### src/rtl/dmem_pkg.sv
// Shared definitions for the dmem access controller: size codes, the
// alignment rule and the record carried from issue to response.
package dmem_pkg;

  localparam logic [1:0] SIZE_B = 2'b00;
  localparam logic [1:0] SIZE_H = 2'b01;
  localparam logic [1:0] SIZE_W = 2'b10;

  typedef struct packed {
    logic       owner;
    logic       is_load;
    logic [1:0] size;
    logic       uns;
    logic [1:0] off;
    logic       err;
  } resp_t;

  // True when the access cannot be issued: size 11 or not naturally aligned.
  function automatic logic is_bad(input logic [1:0] size, input logic [1:0] off);
    case (size)
      SIZE_B:  is_bad = 1'b0;
      SIZE_H:  is_bad = off[0];
      SIZE_W:  is_bad = |off;
      default: is_bad = 1'b1;
    endcase
  endfunction

endpackage

### src/rtl/dmem_lane_fmt.sv
// Byte-lane formatting: store enables/replicated data for the issuing request,
// and extraction plus sign/zero extension of the returning load word.
module dmem_lane_fmt
  import dmem_pkg::*;
(
  input  logic [1:0]  st_size_i,
  input  logic [1:0]  st_off_i,
  input  logic [31:0] wdata_i,
  output logic [3:0]  we_o,
  output logic [31:0] din_o,
  input  logic [1:0]  ld_size_i,
  input  logic [1:0]  ld_off_i,
  input  logic        ld_uns_i,
  input  logic [31:0] dout_i,
  output logic [31:0] rdata_o
);

  logic [31:0] shifted;

  always_comb begin
    we_o  = 4'b0000;
    din_o = 32'h0;
    case (st_size_i)
      SIZE_B: begin
        we_o  = 4'b0001 << st_off_i;
        din_o = {4{wdata_i[7:0]}};
      end
      SIZE_H: begin
        we_o  = st_off_i[1] ? 4'b1100 : 4'b0011;
        din_o = {2{wdata_i[15:0]}};
      end
      SIZE_W: begin
        we_o  = 4'b1111;
        din_o = wdata_i;
      end
      default: ;
    endcase
  end

  always_comb begin
    shifted = dout_i >> {ld_off_i, 3'b000};
    rdata_o = 32'h0;
    case (ld_size_i)
      SIZE_B:  rdata_o = {{24{~ld_uns_i & shifted[7]}}, shifted[7:0]};
      SIZE_H:  rdata_o = {{16{~ld_uns_i & shifted[15]}}, shifted[15:0]};
      SIZE_W:  rdata_o = shifted;
      default: ;
    endcase
  end

endmodule

### src/rtl/dmem_ctrl.sv
// Round-robin two-port front end for the single-port dmem: grants one request
// per cycle, drives dmem combinationally and returns a response one cycle later.
module dmem_ctrl
  import dmem_pkg::*;
#(
  parameter int ADDR_W = 14,
  parameter int CNT_W  = 16
) (
  input  logic              clk,
  input  logic              rst,
  input  logic              m0_valid,
  output logic              m0_ready,
  input  logic              m0_we,
  input  logic [1:0]        m0_size,
  input  logic              m0_unsigned,
  input  logic [ADDR_W-1:0] m0_addr,
  input  logic [31:0]       m0_wdata,
  output logic              m0_resp_valid,
  output logic [31:0]       m0_resp_rdata,
  output logic              m0_resp_err,
  input  logic              m1_valid,
  output logic              m1_ready,
  input  logic              m1_we,
  input  logic [1:0]        m1_size,
  input  logic              m1_unsigned,
  input  logic [ADDR_W-1:0] m1_addr,
  input  logic [31:0]       m1_wdata,
  output logic              m1_resp_valid,
  output logic [31:0]       m1_resp_rdata,
  output logic              m1_resp_err,
  output logic              mem_en,
  output logic [3:0]        mem_we,
  output logic [ADDR_W-1:0] mem_addr,
  output logic [31:0]       mem_din,
  input  logic [31:0]       mem_dout,
  output logic [CNT_W-1:0]  conflict_cnt
);

  logic              last_grant_q, last_grant_d;
  logic              pend_q, pend_d;
  resp_t             resp_q, resp_d;
  logic [CNT_W-1:0]  cnt_q, cnt_d;

  logic              tie, gnt0, gnt1, any_gnt, sel_err;
  logic              sel_we, sel_uns;
  logic [1:0]        sel_size;
  logic [ADDR_W-1:0] sel_addr;
  logic [31:0]       sel_wdata, st_din, ld_rdata;
  logic [3:0]        st_we;
  logic              vld, rd_ok;

  // Issue: arbitration and dmem drive, all combinational in the grant cycle
  assign tie     = m0_valid & m1_valid;
  assign gnt0    = ~rst & m0_valid & (~m1_valid | last_grant_q);
  assign gnt1    = ~rst & m1_valid & (~m0_valid | ~last_grant_q);
  assign any_gnt = gnt0 | gnt1;

  assign sel_we    = gnt1 ? m1_we       : m0_we;
  assign sel_size  = gnt1 ? m1_size     : m0_size;
  assign sel_uns   = gnt1 ? m1_unsigned : m0_unsigned;
  assign sel_addr  = gnt1 ? m1_addr     : m0_addr;
  assign sel_wdata = gnt1 ? m1_wdata    : m0_wdata;
  assign sel_err   = is_bad(sel_size, sel_addr[1:0]);

  dmem_lane_fmt u_fmt (
    .st_size_i (sel_size),
    .st_off_i  (sel_addr[1:0]),
    .wdata_i   (sel_wdata),
    .we_o      (st_we),
    .din_o     (st_din),
    .ld_size_i (resp_q.size),
    .ld_off_i  (resp_q.off),
    .ld_uns_i  (resp_q.uns),
    .dout_i    (mem_dout),
    .rdata_o   (ld_rdata)
  );

  assign m0_ready = gnt0;
  assign m1_ready = gnt1;
  assign mem_en   = any_gnt & ~sel_err;
  assign mem_we   = (mem_en & sel_we) ? st_we : 4'b0000;
  assign mem_addr = any_gnt ? sel_addr : '0;
  assign mem_din  = any_gnt ? st_din : 32'h0;

  always_comb begin
    last_grant_d = any_gnt ? gnt1 : last_grant_q;
    pend_d       = any_gnt;
    resp_d       = resp_q;
    if (any_gnt) begin
      resp_d = '{owner: gnt1, is_load: ~sel_we, size: sel_size, uns: sel_uns,
                 off: sel_addr[1:0], err: sel_err};
    end
    cnt_d = (tie && !(&cnt_q)) ? cnt_q + CNT_W'(1) : cnt_q;
  end

  always_ff @(posedge clk) begin
    if (rst) begin
      last_grant_q <= 1'b1;
      pend_q       <= 1'b0;
      cnt_q        <= '0;
    end else begin
      last_grant_q <= last_grant_d;
      pend_q       <= pend_d;
      cnt_q        <= cnt_d;
    end
    resp_q <= resp_d;
  end

  // Response: one cycle after issue, masked while reset is held
  assign vld   = pend_q & ~rst;
  assign rd_ok = vld & resp_q.is_load & ~resp_q.err;

  assign m0_resp_valid = vld & ~resp_q.owner;
  assign m1_resp_valid = vld &  resp_q.owner;
  assign m0_resp_err   = vld & ~resp_q.owner & resp_q.err;
  assign m1_resp_err   = vld &  resp_q.owner & resp_q.err;
  assign m0_resp_rdata = (rd_ok & ~resp_q.owner) ? ld_rdata : 32'h0;
  assign m1_resp_rdata = (rd_ok &  resp_q.owner) ? ld_rdata : 32'h0;

  assign conflict_cnt = cnt_q;

endmodule
### config.mk
export PLATFORM = sky130hd
export DESIGN_NAME = dmem_ctrl
export DESIGN_NICKNAME = d
export VERILOG_FILES = /design/src/rtl/dmem_pkg.sv /design/src/rtl/dmem_lane_fmt.sv /design/src/rtl/dmem_ctrl.sv
export SDC_FILE = /design/constraint.sdc
export NUM_CORES = 1
export LEC_CHECK = 0
export BUFFER_PORTS_ARGS = -buffer_cell sky130_fd_sc_hd__buf_2
export CAP_MARGIN = 20
export CORE_MARGIN = 3
export CORE_UTILIZATION = 38
export DETAILED_ROUTE_END_ITERATION = 8
export GPL_TIMING_DRIVEN = 0
export PLACE_DENSITY = 0.79
export SYNTH_ARGS = -nofsm -noshare
export SYNTH_HDL_FRONTEND = slang
export SYNTH_SLANG_ARGS = --single-unit
### constraint.sdc
create_clock -name clk -period 1.7 [get_ports clk]
set_input_delay 0.17 -clock clk [delete_from_list [all_inputs] [get_ports clk]]
set_output_delay 0.17 -clock clk [all_outputs]
set_load 0.05 [all_outputs]
==> results summary, run 1 <==
The flow did not finish. The last stage reached is 5_1_grt. The tool reported: "[ERROR DPL-0038] Utilization greater than 100%, impossible to legalize". By area, the combinational part of the netlist is dominated by simple AND/OR/NAND/NOR gates. The total number of placement rows is 35.

Clock tree synthesis inserted a total of 3 buffers. The I/O pin total came out at 273. After the last repair the worst path ends at an output port. For this run, the number of Yosys warnings is 0.

The flip-flop and latch count after synthesis is 26. The xor and xnor fraction of the mapped netlist area came out at 3.07%. At the end of routability-driven placement, the weighted congestion stood at 0.939. The synthesized netlist net count is 690.

The share of the Yosys chip area taken by registers is 16.2%. The number of synthesized flops with an enable pin is 8. The area of the mapped netlist came out at 0.00371 sq mm. The most used flip-flop cell after synthesis is dfxtp_1. The count of hold buffers inserted by post-cts repair is 0. The total half-perimeter wirelength after legalization and detailed placement is 14500 um. The effective utilization at floorplan came out at 39.6%. The arithmetic-cell share of the synthesized area counting full adders, half adders and majority gates came out at 0.337%. The async set-reset flop share out of synthesis is 0%. The mux contribution to synthesized area is 16.1%. The number of buffers on the longest clock path came out at 2. The number of levels the H-tree was split into came out at 1. The post-synthesis simple-gate area fraction is 33.9%. The count of different cell masters after synthesis came out at 62. In this run the clock root is driven by a clkbuf_8. The die is 105 um wide.

The gate count after technology mapping is 553. The number of sinks on the clock net is 26. Summing the areas of all compound-gate instances in the mapped netlist gives 23.3% of the synthesized area. Entering global routing, the biggest net connects 16 pins. After global-route timing repair, the worst endpoint was m0_resp_rdata[15]. The floorplan die height is 105 um. Dividing the synthesized area by the synthesized cell count gives 6.72 sq um.

The count of buffers inserted at the top-level ports came out at 268.
[synthesized netlist by cell type, drive strengths merged (7+ instances only)]
master    n  area [sq um]
mux2     17           195
nand2   107           402
dfxtp    18           360
o22ai     9          56.3
mux2i    36           377
a221oi    8          70.1
edfxtp    8           240
clkbuf   16          71.3
inv       7          26.3
o211ai    7          52.6
o21ai    32           168
a21o      8          60.1
nor2b    22           138
a21oi    70           350
nand3     7          50.1
buf      23           163
xnor2     9          78.8
nor2     93           349
[logic make-up after synthesis]
| group | Yosys count |
|---|---|
| buffers and inverters | 47 |
| and+or+nand+nor | 265 |
| xor gates and xnor gates | 13 |
| adders and majority gates | 1 |
| muxes | 54 |
| DFF | 26 |
| AOI/OAI and AO/OA | 147 |
[per-stage QoR]
| step | hold WS [ps] | setup slack [ps] | TNS (ps) | cell area [sq um] | std cells |
|---|---|---|---|---|---|
| after CTS | 98.7 | -634 | -55700 | 8830 | 1012 |
| after global placement | 390 | -625 | -43630 | 6510 | 950 |
| after detailed placement | 403 | -603 | -43530 | 6510 | 950 |
| after floorplan | 344 | -300 | -15920 | 5000 | 553 |
[what timing repair did]
action | 4_1_cts
buffers inserted | 49
pin swaps | 61
gates cloned | 11
gates resized for setup | 428
endpoints found under the setup margin | 120
==> run 2: changes to the inputs <==
CORE_AREA = 3 3 104 106   (was unset)
CORE_MARGIN = unset   (was 3)
CORE_UTILIZATION = unset   (was 38)
DIE_AREA = 0 0 107 109   (was unset)
PLACE_DENSITY = unset   (was 0.79)
PLACE_DENSITY_LB_ADDON = 0.15   (was unset)
clock period = 2.2 ns   (was 1.7 ns; I/O delays follow)
==> run 2 against run 1 <==
Compared with the run above:
- the flow now finishes, with violations (negative setup slack)
- area after synthesis unchanged
- synthesized cell count unchanged
==> results summary, run 2 <==
In this run the most critical hold path is launched from m0_valid. The synthesized design devotes to its leading area cell type 10.8% of total area. The setup check on the worst reg-to-reg path leaves a slack of 370 ps. The headroom to the max-slew limit came out at 59.4%. The critical path goes through buf_6 -> mux2_4 -> mux2i_4 -> nor4_4 -> buf_4 -> a221oi_4 -> nor2_2 -> buf_6. The routed layout has 5682 vias. TritonCTS built the clock tree.

The total track usage is 28.7%. The count of buffers inserted at the top-level ports came out at 268. Counting I/O delays and the setup requirement, the final critical path takes 2470 ps. The area added between synthesis and finish came out at 98.9%. On the critical path, the stage with the largest delay is an instance of edfxtp_1. The final reports fail on negative setup slack.

The total power density per cell area is 310 mW/mm^2. The largest single stage delay on the critical path is 490 ps. The path with the worst hold slack has its endpoint at last_grant_q.

The area of the mapped netlist came out at 0.00371 sq mm. The leakage component of the power is 3.29 nW. The number of levels the H-tree was split into is 1.

The DRC violation count after routing is 0. The number of sinks on the clock net is 26. The first global-routing pass estimated 27000 um of wire. Entering global routing, the biggest net connects 15 pins.

The number of stages on the worst hold path came out at 2. The startpoint identified for the worst register-to-register timing path is conflict_cnt[0]. STA classifies the critical path startpoint as a flop. The antenna diode count came out at 0. The number of endpoints with negative hold slack in the final report is 0. The most used flip-flop cell after synthesis is dfxtp_1. The routed length on met3 is 1550 um. The flip-flop and latch count after synthesis came out at 26. The total routed wirelength is 20400 um. In this run the vertical extent of the chip is 109 um. The count of nets after finishing is 1001. After floorplanning, the core was sized to cover 0.00986 sq mm. The I/O pin total is 273. Between clock sinks in the finished design, the worst skew comes to 3.97 ps. The placer's final routability congestion estimate came out at 0.936. By startpoint and endpoint, the worst setup path is classified as flop to output port. Hold repair after CTS inserted 0 buffers. The clock passes through at most 2 buffers.

The setup TNS came out at -10760 ps. Cells with a size suffix above 1 make up 60.7% of the layout. The total die area is 0.0117 sq mm. The number of maximum-capacitance constraint violations is 0.

The number of cells on the worst reg-to-reg path came out at 7. STA classifies the critical path endpoint as an output port. The later-pin clock latency in the skew report is 270 ps.

The total number of placement rows is 36. The non-filler instance count after layout is 996. The count of different cell masters after synthesis is 62. The number of placed cells counting well taps is 954.

The initial antenna violation count came out at 0. The number of vias per cell came out at 5.70. In the layout the commonest cells are buf_2, buf_6, nand2_1, nor2_1, a21oi_1. The final setup slack of the worst path is -273 ps.

The tree is rooted in a clkbuf_8. The endpoint identified for the worst register-to-register timing path is conflict_cnt[12]. The library cell used most frequently in the layout, excluding fill and tap cells, is buf_2.

The max-slew violation count came out at 0. The via count of the first global-routing pass is 5241. By count the netlist is led by nand2_1, nor2_1, a21oi_1. In the post-synthesis netlist, the biggest area contributors are nand2_1, dfxtp_1, a21oi_1.

The arrival time at the worst endpoint is 2250 ps. For the pin with the worst max-slew slack, the measured transition is 609 ps. The synthesized netlist net count came out at 690. The routed metal-1 wire length came out at 7590 um. The highest layer touched by signal routing is met4. The data required time at the worst endpoint came out at 1980 ps. The number of routed nets with antenna violations came out at 0. The path class of the tightest hold or removal check is primary input to flop. The flow ran to the end, but the final reports show violations. The flip-flop count of the largest register after layout is 16. Setup repair after global routing could not meet its margin everywhere. Counting every instance in the synthesized netlist gives 553. The count of yosys warnings during synthesis is 0. Among all cell types in the netlist, the one instantiated most often is nand2_1. The first-pass iteration count of the detailed router came out at 5. The async set-reset flop share out of synthesis came out at 0%.

Once the floorplan was initialized, standard cells occupied 37.7% of the core. The post-synthesis sequential area ratio is 16.2%. Along the worst path, the maximum fanout reaches 5. IR analysis of the VDD net gives a maximum drop of 339 uV. By instance count, the cell type seen most on the critical path is buf_6. The violation count after the first detailed-routing iteration is 431. After synthesis, the mean cell area works out to 6.72 sq um. The average detailed-routed wire length per instance is 20.5 um. Dividing the final minimum period by the clock period gives 112%. The synthesized design spends more area on one cell type than any other, namely nand2_1. For this run, the top clock speed supported by timing is 0.404 GHz. The total half-perimeter wirelength after legalization and detailed placement came out at 13200 um. The final global-route overflow total came out at 0. The clock-pin slew reported for the worst setup and hold paths after clock tree synthesis is 90 ps. The number of synthesized flops with an enable pin is 8. The width of the chip is 107 um. Wire segments on met2 add up to 10400 um in the final route. The CTS buffer count came out at 3.

The total setup violations reported at the end of the flow came out at 63.
-- run 2: what timing repair did --
| item | in CTS | in global routing |
|---|---|---|
| pin swaps | 17 | 46 |
| resized for setup | 189 | 292 |
| setup endpoints to repair | 106 | 113 |
| gates cloned | 4 | 0 |
| setup buffers | 16 | 18 |
-- run 2: worst max-delay path by stage --
| stage | from | to | slack [ps] | cells past startpoint |
|---|---|---|---|---|
| 2_1_floorplan | resp_q[7] | m1_resp_rdata[16] | -310 | 3 |
| 3_3_place_gp | m1_valid | mem_din[18] | -160 | 8 |
| 3_5_place_dp | resp_q[2] | m0_resp_rdata[22] | -210 | 7 |
| 4_1_cts | resp_q[2] | m0_resp_rdata[11] | -150 | 8 |
| 5_1_grt | resp_q[2] | m1_resp_rdata[11] | -320 | 8 |
| 6_report | resp_q[2] | m1_resp_rdata[11] | -270 | 8 |
-- run 2: area by class of cell --
| type | count | area, sq um |
|---|---|---|
| repair buffers | 305 | 2390 |
| fillers | 700 | 2470 |
| well taps | 133 | 166 |
| inverters | 8 | 41.3 |
| flip-flops and latches | 26 | 602 |
| multi-input cells | 481 | 3790 |
| clock buffers | 4 | 55.1 |
| plain buffers | 39 | 350 |
-- run 2: metal layers --
layer  track usage (%)  vias to the layer above
li1                  -                     2563
met1              35.2                     2694
met2              52.7                      346
met3              4.09                       79
met4              7.76                        0
met5                 0                        -
-- run 2: stage by stage --
stage	instance area (sq um)	utilization (%)	hold WS [ps]	worst slack, ps	power, mW
2_1_floorplan	3900	-	394	-312	1.24
3_3_place_gp	5400	54.8	442	-164	1.56
3_5_place_dp	5400	54.8	457	-214	1.57
4_1_cts	6290	63.8	160	-150	2.05
5_1_grt	7390	74.9	178	-317	2.39
6_report	7390	74.9	171	-273	2.29
-- run 2: where the power goes --
part | internal, mW | switching, mW
Combinational | 0.575 | 0.881
Sequential | 0.512 | 0.0166
Clock | 0.160 | 0.149
-- run 2: cell families (layout without fill, tap and decap cells) --
logic type	count (synthesis)	after routing	synth area share, %
muxes	54	55	16.1
AOI/OAI and AO/OA	147	147	23.3
adders and majority gates	1	1	0.337
xor gates and xnor gates	13	13	3.07
and+or+nand+nor	265	265	33.9
buffers and inverters	47	356	7.11
DFF	26	26	16.2
-- run 2: worst max-delay path: cells and delay by family, from the launching register on --
kind | cells | cell delay (ps)
flops | 1 | 490
simple gates | 2 | 160
buf+inv | 3 | 530
mux | 2 | 500
compound gates | 1 | 290
Power figures use the tool's default switching activity.
==> run 3: changes to the inputs <==
CAP_MARGIN = 5   (was 20)
CORE_AREA = 3 3 103 105   (was 3 3 104 106)
CTS_CLUSTER_DIAMETER = 80   (was unset)
DIE_AREA = 0 0 106 108   (was 0 0 107 109)
SYNTH_HIERARCHICAL = 1   (was unset)
==> run 3 against run 2 <==
Compared with the run above:
- the run still ends with negative setup slack left
- sequential power fell by 1%
- area after synthesis shrank 0.61%
- combinational power rose by 7%
- final cell count increased by 2.2%
- wire length is 11% lower
- via count shrank 2.8%
- clock power fell by 12%
- largest cell class unchanged
- highest routed layer unchanged
- count of clock-buffer cells in the layout is 1 lower
==> results summary, run 3 <==
Setup repair after global routing could not meet its margin everywhere. The portion of the clock cycle consumed by the worst path in the final layout is 106%. IR analysis of the VDD net gives a maximum drop of 253 uV. The leakage component of the power is 3.72 nW.

The global-route wire length before repair is 24900 um. After synthesis, flip-flops and latches occupy 16.3% of the total area. The analysis attributes to net switching a power of 1.03 mW. The number of nets in the synthesized netlist is 699.

The final worst clock skew is 6.56 ps. For this run, the total global-route usage over all layers was measured as 26.5%. The area added between synthesis and finish came out at 101%. The register-to-register setup slack came out at -100 ps.

The commonest cells after synthesis are nand2_1, and2_1, nor2_1. The flip-flop count of the largest register after layout is 16. The critical path is of the primary input to output port type. Counting the fill cells in the layout gives 690. The antenna diode count came out at 0. The max-slew violation count is 0.

The data required time at the worst endpoint is 1980 ps. During synthesis, Yosys emitted a total of 6 warnings. STA puts the critical path data arrival time at 2110 ps. The non-filler instance count after layout is 1018.

The most common cell in the synthesized netlist is nand2_1. The largest fanout on the critical path came out at 9. The final setup slack of the worst path is -128 ps. The total half-perimeter wirelength after legalization and detailed placement came out at 12400 um.

The later-pin clock latency in the skew report came out at 270 ps. The worst setup path is captured at an output port. The headroom to the max-slew limit came out at 57.3%. The setup TNS came out at -5010 ps.

The net switching fraction of the power is 43.9%. In this run the clock root is driven by a clkbuf_8. TritonCTS built the clock tree. The number of sinks on the clock net came out at 26.

OpenSTA, run right after detailed placement, puts the worst setup slack at -635 ps. The ratio of cells with drive above 1 in the final layout came out at 60.8%. The clock period minus worst slack is 2330 ps.

The count of hold buffers inserted by post-cts repair is 0. The routed design has 18200 um of wire. The beginning of the worst hold path is m0_unsigned. The maximum number of pins on one net before global-route repair is 20. The type of the most critical hold path is primary input to flop. The placer's final routability congestion estimate is 0.918. The total power density per cell area came out at 317 mW/mm^2. The count of nets left with antenna violations once routing finished came out at 0. The number of vias per cell came out at 5.42. The floorplan die height came out at 108 um. The DRC violation count after routing came out at 0. The number of buffers on the longest clock path came out at 2. Across the run, the number of max-cap violations was 0.

The average detailed-routed wire length per instance came out at 17.8 um. The worst hold path passes through 3 cells. Derived from the worst setup path, the maximum achievable clock frequency is 0.430 GHz. The detailed router finished its first iteration with 349 violations.

The clock network burns 11.6% of the power. The cell type contributing the most total cell area after synthesis is and2_1. The initial antenna violation count came out at 0.

After technology mapping, the gate count stands at 562. The CTS buffer count is 3. The via count of the first global-routing pass is 5164. The share of the core filled with cells in the final layout came out at 76.3%. For this run, the leading register cell type out of synthesis is dfxtp_1. The mean instance size in the synthesized netlist is 6.57 sq um.

The I/O pin total is 273. The final route contains 5521 vias. The top cell types in the final layout, fill and taps aside, are buf_2, nand2_1, and2_4, buf_8, buf_6. In the final design database the tool counted 1023 nets. STA classifies the critical path startpoint as a primary input. The async set-reset flop share out of synthesis came out at 0%. The effective utilization at floorplan is 38.0%. The count of different cell masters after synthesis is 63.

Cell internal power was estimated by the tool at 1.32 mW. Setup violations remaining at the end of the flow were counted as 72. The count of buffers inserted at the top-level ports came out at 272. The width of the chip is 106 um. For hold timing, the worst endpoint is resp_q[3].

The first-pass iteration count of the detailed router is 4. Sequential cells account for 22.2% of the total power. The flip-flop and latch count after synthesis came out at 26. Ranked by total cell area, the synthesized netlist is headed by and2_1, nand2_1, dfxtp_1. The total number of placement rows came out at 36.

The total die area is 0.0114 sq mm. The run finished, with violations left. The combinational share of power is 66.2%. The number of endpoints with negative hold slack in the final report came out at 0. The checks that failed: negative setup slack. Clock-pin slew was measured on the worst setup and hold paths at 80 ps.

The capture point of the worst reg-to-reg path is resp_q[4]. The number of cells on the worst reg-to-reg path came out at 15. The startpoint of the lowest-slack register-to-register path is last_grant_q. The final global-route overflow total came out at 0.

The transition time of the tightest slew-check pin came out at 635 ps. The portion of synthesized cell area occupied by the leading cell type came out at 18.6%. Counting flops with a built-in enable in the synthesized netlist gives 8.

The total core area is 0.00973 sq mm. After detailed placement, the design holds a cell count of 967. The library cell used most frequently in the layout, excluding fill and tap cells, is buf_2. The number of levels the H-tree was split into came out at 1. The area of the mapped netlist is 0.00369 sq mm.
## run 3: cell types whose count changed after synthesis, moves of 6 or more
cell / delta
a21oi_1: -43
a221o_1: +7
a221oi_1: -8
a22o_1: +12
and2_1: +105
buf_1: +6
clkbuf_1: +8
mux2i_1: -17
nand2_1: +33
nor2_1: -63
nor2b_1: -10
o211ai_1: -7
o22ai_1: -7
xnor2_1: -8
## run 3: how the worst max path moves through the flow
stage	start	to	slack [ps]	cells past startpoint
CTS	last_grant_q	mem_din[11]	-70	12
detailed placement	rst	mem_we[3]	-630	13
floorplan	last_grant_q	mem_we[3]	-40	11
global route	last_grant_q	mem_din[11]	-210	12
finish	rst	mem_din[8]	-130	13
global placement	rst	mem_we[3]	-610	13
## run 3: power by group through the flow
stage          logic [mW]  clock network [mW]  registers (mW)
6_report             1.56               0.272           0.522
2_1_floorplan       0.704                   0           0.536
3_5_place_dp         1.04                   0           0.532
3_3_place_gp         1.02                   0           0.532
5_1_grt              1.63               0.298           0.524
4_1_cts              1.35               0.276           0.521
## run 3: repair_timing
action,in CTS,in global routing
pin swaps,19,33
endpoints found under the setup margin,98,94
cloned,2,2
buffers inserted,33,13
resized for setup,298,249
## run 3: per-stage QoR
step	power [mW]	instance area [sq um]	hold slack (ps)
2_1_floorplan	1.24	3760	353
3_3_place_gp	1.56	5290	491
3_5_place_dp	1.57	5290	532
4_1_cts	2.14	6520	269
5_1_grt	2.45	7420	298
6_report	2.35	7420	287
## run 3: logic make-up (layout without fill, tap and decap cells)
| group | count (synthesis) | after routing | synth area share [%] |
|---|---|---|---|
| multiplexers | 30 | 30 | 8.67 |
| flip-flops | 26 | 26 | 16.3 |
| XOR/XNOR | 2 | 2 | 0.475 |
| buffers and inverters | 47 | 370 | 5.59 |
| AND/OR/NAND/NOR | 339 | 339 | 47.2 |
| adder cells (fa/ha/maj) | 1 | 1 | 0.339 |
| AO/OA/AOI/OAI | 117 | 117 | 21.4 |
## run 3: layout make-up
cell class | instances | area, sq um | area share, %
multi-input cells | 489 | 3640 | 49.1
repair buffers | 322 | 2620 | 35.3
flip-flops and latches | 26 | 602 | 8.11
plain buffers | 37 | 315 | 4.25
well taps | 133 | 166 | 2.24
clock buffers | 3 | 41.3 | 0.556
inverters | 7 | 31.3 | 0.422
clock inverters | 1 | 3.75 | 0.0506
## run 3: metal layers
layer	vias to the layer above	GRT usage, %	wire [um]
met4	0	6.20	647
li1	2573	-	-
met3	54	3.52	1290
met5	-	0	0
met1	2592	30.1	6750
met2	302	52.3	9470
## run 3: worst max-delay path: stages
cell and delay, ps:
buf_2 110, inv_1 310, nand3_4 150, buf_6 170, buf_8 120, nand2_4 70
nand2_8 90, buf_6 140, nor2b_4 180, a21oi_1 70, o21ai_1 160, and2_4 180
buf_8 140
==> run 4: changes to the inputs <==
ABC_AREA = 1   (was unset)
CORE_AREA = unset   (was 3 3 103 105)
CORE_MARGIN = 3   (was unset)
CORE_UTILIZATION = 40   (was unset)
CTS_BUF_LIST = sky130_fd_sc_hd__clkbuf_16   (was unset)
DIE_AREA = unset   (was 0 0 106 108)
==> run 4 against run 3 <==
Compared with the run above:
- the flow now finishes without violations
- wire length fell by 11%
- register-to-register slack improved by 730 ps
- fmax rose by 6.4%
- global-route usage fell by 0.88 points
- highest routed layer unchanged
- synthesized cell count rose by 49%
- critical path depth fell by 1
- via count rose by 7.6%
- clock skew fell by 2.5 ps
==> results summary, run 4 <==
The run finished with clean final reports. The portion of synthesized cell area occupied by the leading cell type came out at 30.3%. The arrival time at the worst endpoint came out at 1970 ps.

The number of vias per cell is 4.74. Across the routed clock network, the largest skew measured is 4.04 ps. Of the cells placed in the final design, the portion with a size suffix greater than 1 is 41.3%.

The area of the mapped netlist came out at 0.00408 sq mm. Counting the fill cells in the layout gives 978. The max-slew violation count came out at 0.

Of all nets on the critical path, the largest fanout is 10. The core region is 0.00982 sq mm. The number of buffers on the longest clock path came out at 2. The count of hold buffers inserted by post-cts repair came out at 0. Traced cell by cell, the critical path runs through nand2_4 -> nand3_4 -> buf_6 -> o21ai_4 -> inv_4 -> clkbuf_8 -> nand2_2 -> inv_4 -> nor2_1 -> inv_1 -> nor2_2 -> buf_6. The placer's final routability congestion estimate came out at 0.956. Setup repair after global routing could not meet its margin everywhere. The number of maximum-capacitance constraint violations is 0.

The portion of the clock cycle consumed by the worst path in the final layout is 99.4%. The combinational share of power came out at 57.7%. The number of different library cells used by synthesis comes to 35. During synthesis, Yosys emitted a total of 6 warnings. The number of levels the H-tree was split into is 1. The effective utilization at floorplan came out at 41.5%. The number of buffers and inverters on the critical path is 6. Global routing used 25.6% of the available tracks across all layers. The number of endpoints with negative hold slack in the final report came out at 0. Clock-pin slew was measured on the worst setup and hold paths at 60 ps.

CTS placed an instance of clkbuf_16 at the clock tree root. The net switching power figure is 1.12 mW. The number of synthesized flops with an enable pin is 8. Measured along the y axis, the die boundary spans 107 um. The worst setup path is captured at an output port. After routing, the total negative slack on setup checks comes to 0 ps. The sequential cell fraction of total power came out at 21.4%. The leakage component of the power came out at 3.79 nW. The data required time at the worst endpoint is 1980 ps.

The average detailed-routed wire length per instance came out at 12.9 um. The sum of internal, switching and leakage power is 2.48 mW. Across the VDD grid, the largest voltage drop is 378 uV. The first-pass iteration count of the detailed router came out at 5. The slowest stage cell on the critical path is dfxtp_2.

The flip-flop count of the largest register after layout is 16. The net switching fraction of the power came out at 45.1%. The via count of the first global-routing pass was 5184.

The internal power component came out at 1.36 mW. The width of the chip is 107 um. Of the synthesized area, sequential elements account for 14.7%. The maximum clock frequency is 0.457 GHz. The antenna diode count is 0. The number of sinks on the clock net is 26. The cell type contributing the most total cell area after synthesis is nand2_1. The worst hold path belongs to the class primary input to flop. Leaving out fill and tap cells, the most frequent cell in the layout is nand2_1.

Setup violations remaining at the end of the flow were counted as 0. TritonCTS built the clock tree. The clock network power share came out at 20.9%. The synthesized netlist net count came out at 972.

The total half-perimeter wirelength after legalization and detailed placement came out at 12900 um. The final global-route overflow total is 0. The I/O pin total is 273.

In this run the tightest slew margin relative to its limit is 64.1%. After synthesis, the cell types taking the most area are nand2_1, nor2_1, inv_1. The count of buffers inserted at the top-level ports came out at 272.

The type of the worst setup path is flop to output port. The async set-reset flop share out of synthesis came out at 0%. The die covers 0.0114 sq mm.

The share of the core filled with cells in the final layout is 66.8%. Yosys instantiated no cell more often than nand2_1. Synthesis inferred 26 register bits. The transition time of the tightest slew-check pin came out at 538 ps. The total routed wirelength is 16200 um. In the layout the commonest cells are nand2_1, buf_2, inv_1, nor2_2, nor2_1. The total power density per cell area came out at 378 mW/mm^2. The count of nets after finishing came out at 1258.

In this design, the largest share of critical-path delay is due to buffers and inverters. After floorplanning, the core was divided into 36 placement rows. STA classifies the critical path startpoint as a flop. The total via count after detailed routing is 5942. A synthesized cell averages 4.88 sq um. The later-pin clock latency in the skew report came out at 260 ps. The commonest cells after synthesis are nand2_1, nor2_1, inv_1. Once detail routing completed, the nets flagged for antenna violations numbered 0. Counting every instance in the synthesized netlist gives 835. The largest single stage delay on the critical path is 330 ps. The initial antenna violation count is 0. The maximum number of pins on one net before global-route repair came out at 18. The violation count after the first detailed-routing iteration came out at 340. The area added between synthesis and finish came out at 61.0%. The DRC violation count after routing is 0. The global-route wire length before repair came out at 24100 um. Among all flip-flop cells after synthesis, the most frequent one is dfxtp_1. The worst path needs 2190 ps of the cycle, external delays included. The CTS buffer count came out at 3.
==> run 4: cell count changes after synthesis, moves of 13 or more <==
| cell | delta |
|---|---|
| buf_2 | +13 |
| nand2_1 | +189 |
| a21oi_1 | -16 |
| inv_1 | +127 |
| nand3_1 | +52 |
| and2_1 | -109 |
| clkbuf_1 | -18 |
| nor2_1 | +133 |
| mux2i_1 | -17 |
==> run 4: layout make-up <==
cell class | instances | area [sq um] | area share (%)
multi-input combinational | 635 | 3040 | 46.4
sequential | 26 | 602 | 9.17
tap | 133 | 166 | 2.54
inverter | 136 | 536 | 8.16
buffer | 38 | 312 | 4.75
timing repair buffer | 281 | 1800 | 27.4
clock buffer | 3 | 75.1 | 1.14
clock inverter | 1 | 30.0 | 0.458
==> run 4: final timing paths <==
kind	from	endpoint	slack, ps	cells past startpoint
max reg2reg	conflict_cnt[0]	conflict_cnt[8]	630	7
min reg2reg	conflict_cnt[0]	conflict_cnt[0]	510	2
min	m0_valid	last_grant_q	240	2
max	last_grant_q	mem_din[1]	10	12
==> run 4: logic make-up (layout without fill, tap and decap cells) <==
kind of cell	after synthesis	after routing	synth area share [%]
XOR/XNOR	7	7	1.50
adder cells (fa/ha/maj)	1	1	0.307
AND/OR/NAND/NOR	575	575	56.8
AO/OA/AOI/OAI	52	52	7.89
flip-flops	26	26	14.7
buffers and inverters	174	459	18.7
==> run 4: power by group through the flow <==
stage	logic [mW]	clock network (mW)	registers, mW
floorplan	0.896	0	0.552
global placement	1.26	0	0.540
detailed placement	1.26	0	0.540
CTS	1.35	0.535	0.530
global route	1.55	0.552	0.532
finish	1.43	0.519	0.530
==> run 4: through the flow <==
step | hold WS, ps | std cells | setup WS, ps | instance area (sq um)
2_1_floorplan | 349 | 835 | -49.2 | 4310
3_3_place_gp | 495 | 1240 | -289 | 5830
3_5_place_dp | 500 | 1240 | -307 | 5830
4_1_cts | 216 | 1249 | 5.96 | 6220
5_1_grt | 255 | 1253 | -78.7 | 6560
6_report | 244 | 1253 | 13.0 | 6560
==> run 4: routing by layer <==
layer  GRT usage [%]  up-vias  part of all wire (%)
met5               0        -                     0
met4            9.13        0                   3.1
met3            3.97       38                   7.9
met2            45.6      275                    50
met1            31.1     2565                    39
li1                -     3064                     -
==> run 4: repair_timing <==
action / CTS / global route
gates cloned: 3 / 0
setup buffers: 2 / 4
pin swaps: 2 / 11
gates resized for setup: 88 / 131
endpoints found under the setup margin: 36 / 101
